## src/rtl/collision_scheduler.sv

```systemverilog
// collision_scheduler: walks every unordered object pair through the external collision detector once per
// frame, building a per-object hit mask and hit count. Define COLLISION_HIT_STREAM_EN to stream hit pairs.
module collision_scheduler #(
  parameter int N_OBJ = 8,
  parameter int IDX_W = $clog2(N_OBJ),
  parameter int CNT_W = $clog2(N_OBJ * (N_OBJ - 1) / 2 + 1)
) (
  input  logic             Clk,
  input  logic             Reset_n,
  input  logic             start,
  input  logic [N_OBJ-1:0] obj_active,
  output logic [IDX_W-1:0] sel_a,
  output logic [IDX_W-1:0] sel_b,
  input  logic             is_collision,
  output logic             busy,
  output logic             done,
  output logic [N_OBJ-1:0] collide_mask,
  output logic [CNT_W-1:0] hit_count,
  output logic             hit_valid,
  input  logic             hit_ready,
  output logic [IDX_W-1:0] hit_a,
  output logic [IDX_W-1:0] hit_b
);

  typedef enum logic [1:0] {
    ST_IDLE,
    ST_SCAN,
    ST_DRAIN,
    ST_DONE
  } state_e;

  localparam logic [IDX_W-1:0] LAST_A = IDX_W'(N_OBJ - 2);
  localparam logic [IDX_W-1:0] LAST_B = IDX_W'(N_OBJ - 1);

  state_e             state_q;
  logic [IDX_W-1:0]   sel_a_q, sel_b_q;
  logic [IDX_W-1:0]   sel_a_d, sel_b_d;
  logic               busy_q, done_q;
  logic [N_OBJ-1:0]   collide_mask_q;
  logic [CNT_W-1:0]   hit_count_q;

  logic               capture;
  logic               pair_hit;
  logic               last_pair;
  logic [N_OBJ-1:0]   pair_mask;

`ifdef COLLISION_HIT_STREAM_EN
  logic               hit_valid_q;
  logic [IDX_W-1:0]   hit_a_q, hit_b_q;

  // A presented hit that the consumer refuses freezes the pair walk.
  assign capture = !(hit_valid_q && !hit_ready);
`else
  logic               unused_hit_ready;

  assign unused_hit_ready = hit_ready;
  assign capture          = 1'b1;
`endif

  assign pair_hit  = is_collision && obj_active[sel_a_q] && obj_active[sel_b_q];
  assign last_pair = (sel_a_q == LAST_A) && (sel_b_q == LAST_B);
  assign pair_mask = (N_OBJ'(1) << sel_a_q) | (N_OBJ'(1) << sel_b_q);

  // NOTE: every variable gets a default before the branch so no latch is inferred.
  always_comb begin
    sel_a_d = sel_a_q;
    sel_b_d = sel_b_q + IDX_W'(1);
    if (sel_b_q == LAST_B) begin
      sel_a_d = sel_a_q + IDX_W'(1);
      sel_b_d = sel_a_q + IDX_W'(2);
    end
  end

  // NOTE: sequential state uses non-blocking assignments so every register samples pre-edge values.
  always_ff @(posedge Clk or negedge Reset_n) begin
    if (!Reset_n) begin
      state_q        <= ST_IDLE;
      sel_a_q        <= '0;
      sel_b_q        <= IDX_W'(1);
      busy_q         <= 1'b0;
      done_q         <= 1'b0;
      collide_mask_q <= '0;
      hit_count_q    <= '0;
`ifdef COLLISION_HIT_STREAM_EN
      hit_valid_q    <= 1'b0;
      hit_a_q        <= '0;
      hit_b_q        <= '0;
`endif
    end else begin
      done_q <= 1'b0;
`ifdef COLLISION_HIT_STREAM_EN
      if (hit_valid_q && hit_ready) begin
        hit_valid_q <= 1'b0;
      end
`endif
      case (state_q)
        ST_IDLE: begin
          if (start) begin
            state_q        <= ST_SCAN;
            busy_q         <= 1'b1;
            sel_a_q        <= '0;
            sel_b_q        <= IDX_W'(1);
            collide_mask_q <= '0;
            hit_count_q    <= '0;
          end
        end
        ST_SCAN: begin
          if (capture) begin
            if (pair_hit) begin
              collide_mask_q <= collide_mask_q | pair_mask;
              hit_count_q    <= hit_count_q + CNT_W'(1);
`ifdef COLLISION_HIT_STREAM_EN
              // Overrides the acceptance clear above, giving back-to-back hits.
              hit_valid_q    <= 1'b1;
              hit_a_q        <= sel_a_q;
              hit_b_q        <= sel_b_q;
`endif
            end
            if (last_pair) begin
              state_q <= ST_DRAIN;
            end else begin
              sel_a_q <= sel_a_d;
              sel_b_q <= sel_b_d;
            end
          end
        end
        ST_DRAIN: begin
          if (capture) begin
            state_q <= ST_DONE;
            busy_q  <= 1'b0;
            done_q  <= 1'b1;
          end
        end
        ST_DONE: begin
          state_q <= ST_IDLE;
        end
        default: begin
          state_q <= ST_IDLE;
        end
      endcase
    end
  end

  assign sel_a        = sel_a_q;
  assign sel_b        = sel_b_q;
  assign busy         = busy_q;
  assign done         = done_q;
  assign collide_mask = collide_mask_q;
  assign hit_count    = hit_count_q;

`ifdef COLLISION_HIT_STREAM_EN
  assign hit_valid = hit_valid_q;
  assign hit_a     = hit_a_q;
  assign hit_b     = hit_b_q;
`else
  assign hit_valid = 1'b0;
  assign hit_a     = '0;
  assign hit_b     = '0;
`endif

endmodule

```

## config.mk

```make
export PLATFORM = sky130hd
export DESIGN_NAME = collision_scheduler
export DESIGN_NICKNAME = d
export VERILOG_FILES = /design/src/rtl/collision_scheduler.sv
export SDC_FILE = /design/constraint.sdc
export NUM_CORES = 1
export LEC_CHECK = 0
export CAP_MARGIN = 20
export CORE_MARGIN = 10
export CORE_UTILIZATION = 33
export CTS_BUF_LIST = sky130_fd_sc_hd__clkbuf_4
export CTS_CLUSTER_DIAMETER = 40
export CTS_CLUSTER_SIZE = 16
export DETAILED_ROUTE_END_ITERATION = 8
export GPL_TIMING_DRIVEN = 0
export SYNTH_ARGS = -nofsm -noshare
export SYNTH_HDL_FRONTEND = slang
export SYNTH_SLANG_ARGS = --single-unit
export TNS_END_PERCENT = 1
```

## constraint.sdc

```tcl
create_clock -name Clk -period 5 [get_ports Clk]
set_input_delay 0.75 -clock Clk [delete_from_list [all_inputs] [get_ports Clk]]
set_output_delay 0.75 -clock Clk [all_outputs]
set_load 0.02 [all_outputs]
```

==> out/results.ini <==
[placed_design]
io_buffers=32
placement.setup.worst_slack_ns=2.26
place.detailed.hpwl_um=2930
numPlacedInstances=256
place.gp.congestion=0.785

[cells_and_area]
final-instance-count-excl-fill=261
total_nets_final=238
final_cell_mix=clkdlybuf4s50_1 (32), dfrtp_1 (22), ha_1 (17)
insertedDiodeCount=0
final_common_cell=clkdlybuf4s50_1
layout-drive-gt1-share=0.111
fill_cell_instance_count_of_the_final_layout=468
area_growth_pct=28.8

[power]
ir_worst_vdd_uv=237
p_leak_nw=0.940
power.density_cell_area_mw_per_mm2=465

[drt]
drt_first_iter_violations=71
firstDrtPassIters=4
met2WireLength_um=1710
post_drt_wl_per_cell_um=14.3
routed_wl_um=3740
m1WireLength_um=1660
detail_route.vias_per_cell=4.93
topRoutingLayerUsed=met4
residual_drc=0
route.met3.wl_um=270
dr_vias=1287
drtAntennaViolNets=0

[floorplan]
io_pins=41
dieHeight_um=89.3
core_area_sq_mm=0.00469
start_util=0.337
number_of_placement_rows=25
design.die.area_sq_mm=0.00797
fp.dieW_um=89.3

[cts]
cts_hold_repair.buffers=0
tritoncts=built
clk-insertion-delay-late_ns=0.32
cts_repair_resize_count=0
cts_made_buffers=3
cts_sinks=23
cts_htree_levels=1
clock_tree.root_cell=clkbuf_4
cts.clk_slew.worst_paths_ns=0.13
clk_path_buf_depth=2
post_cts_setup_buffers=0

[yosys]
fraction_of_registers_with_async_set_or_reset_after_synthesis=1.00
yosysTopAreaCell=dfrtp_1
synth.distinct_cells=38
netlist_instances=164
area_of_the_mapped_netlist_sq_mm=0.00158
synth.area.top_cells=dfrtp_1 (35%), ha_1 (13%), mux4_2 (4.3%)
yosys_warnings=0
synth_top_area_frac=0.348
post_synth.cell_area_avg_sq_um=9.65
synth-edff-count=0
sequential_cell_area_fraction_in_the_yosys_report=0.364
synth_seq_cells=23
ys.flop_type=dfrtp_1

[sta]
fin_worst_hold_slack_ns=0.516
post-route-period-util=0.477
final.min_clock_period_ns=2.39
tns_ns=0
maxClockFrequency_ghz=0.419
tightestPinTransition_ns=0.670
postLayoutSetupSlackWorst_ns=2.61
max_slew_violation_total_from_the_final_report=0
setup_viol_count_final=0
hold_viol_final=0
max_slew_margin=0.553
rsz_0062_raised_after_global_routing=no
clock_skew_ns=0.000788

[grt]
via_count_of_the_first_global_routing_pass=1297
largest_net_degree_at_the_start_of_global_routing=24
grt.total_usage=0.0984
grt_overflow_total=0
wire_length_of_the_first_global_routing_pass_um=6180
grt_antenna_before_repair=0

[flow_run]
max-cap-violations=0

[hold_path]
timing.hold.worst.class=reg -> reg
hold-path-endpoint=collide_mask[4]
timing.hold.worst.start=collide_mask[4]
worst_hold_path.num_cells=2

[worst_setup_path]
crit_start=obj_active[5]
cp.required_ns=5.22
worstSetupPathType=in -> reg
critical_path_peak_fanout=9
critPathLaunchType=input port
timing.critical_path.arrival_ns=2.61
endpoint_kind=flip-flop
reg2reg_to=sel_a[1]
regToRegSetupSlack_ns=2.79
r2r-start=sel_b[0]
timing.reg2reg.worst_path_depth=8

[outcome]
outcome=complete, no violations

## metrics by stage
stage / instance area [sq um] / total power [mW] / util
after floorplan: 1610 / 0.665 / -
after global placement: 1990 / 0.851 / 0.425
after detailed placement: 1990 / 0.857 / 0.425
after CTS: 2020 / 0.953 / 0.431
after global routing: 2040 / 1.04 / 0.434
final: 2040 / 0.948 / 0.434
## where the power goes
group / leakage, nW / total [mW] / switching (mW) / internal (mW)
clock network: 0.0184 / 0.0968 / 0.0601 / 0.0367
logic: 0.614 / 0.551 / 0.312 / 0.238
registers: 0.308 / 0.300 / 0.0581 / 0.242
total: 0.940 / 0.948 / 0.431 / 0.517
## synth_stat cells (2+ instances only)
cell / number
dfrtp_1: 22
ha_1: 17
nand2_1: 15
nor2_1: 15
inv_1: 11
o21ai_0: 9
a31oi_1: 8
a21oi_1: 7
a22o_1: 7
buf_4: 7
mux2i_1: 4
clkbuf_1: 3
mux4_2: 3
nand4_1: 3
o211ai_1: 3
a41o_1: 2
and3_1: 2
buf_2: 2
buf_6: 2
nand3_1: 2
nor3_1: 2
o31ai_1: 2
## cell families after synthesis
group | share of synthesized area
other | 0.00237
DFF | 0.364
buffers and inverters | 0.0901
muxes | 0.0822
adders and majority gates | 0.134
and+or+nand+nor | 0.122
AOI/OAI and AO/OA | 0.199
xor gates and xnor gates | 0.00553
## critical path, stage by stage
cell,delay (ns)
clkdlybuf4s50_1,0.47
mux4_2,0.24
nor2_1,0.06
a2111oi_4,0.65
a21oi_1,0.14
a211o_1,0.29
## registers in the layout, summed over array words and instances, names as in the netlist
register	cells
sel_b	3
sel_a	3
done	1
hit_count	5
collide_mask	8
busy	1
state_q	2
## layer usage
metal / vias up / GRT usage
li1: 664 / -
met1: 585 / 0.118
met2: 29 / 0.158
met3: 9 / 0.0273
met4: 0 / 0.0477
met5: - / 0
## area by class of cell
type | instances | area (sq um) | area share
Multi-Input combinational cell | 121 | 886 | 0.435
Sequential cell | 23 | 577 | 0.283
Timing Repair Buffer | 33 | 335 | 0.165
Buffer | 14 | 96.3 | 0.0473
Tap cell | 54 | 67.6 | 0.0331
Inverter | 12 | 46.3 | 0.0227
Clock buffer | 4 | 30.0 | 0.0147
## worst max path at each step
| stage | end | slack [ns] | cells past startpoint |
|---|---|---|---|
| floorplan | hit_count[3] | 2.97 | 5 |
| global placement | hit_count[3] | 2.31 | 6 |
| detailed placement | hit_count[3] | 2.26 | 6 |
| CTS | hit_count[3] | 2.62 | 6 |
| global route | hit_count[3] | 2.52 | 6 |
| finish | hit_count[3] | 2.61 | 6 |
Power figures use the tool's default switching activity.
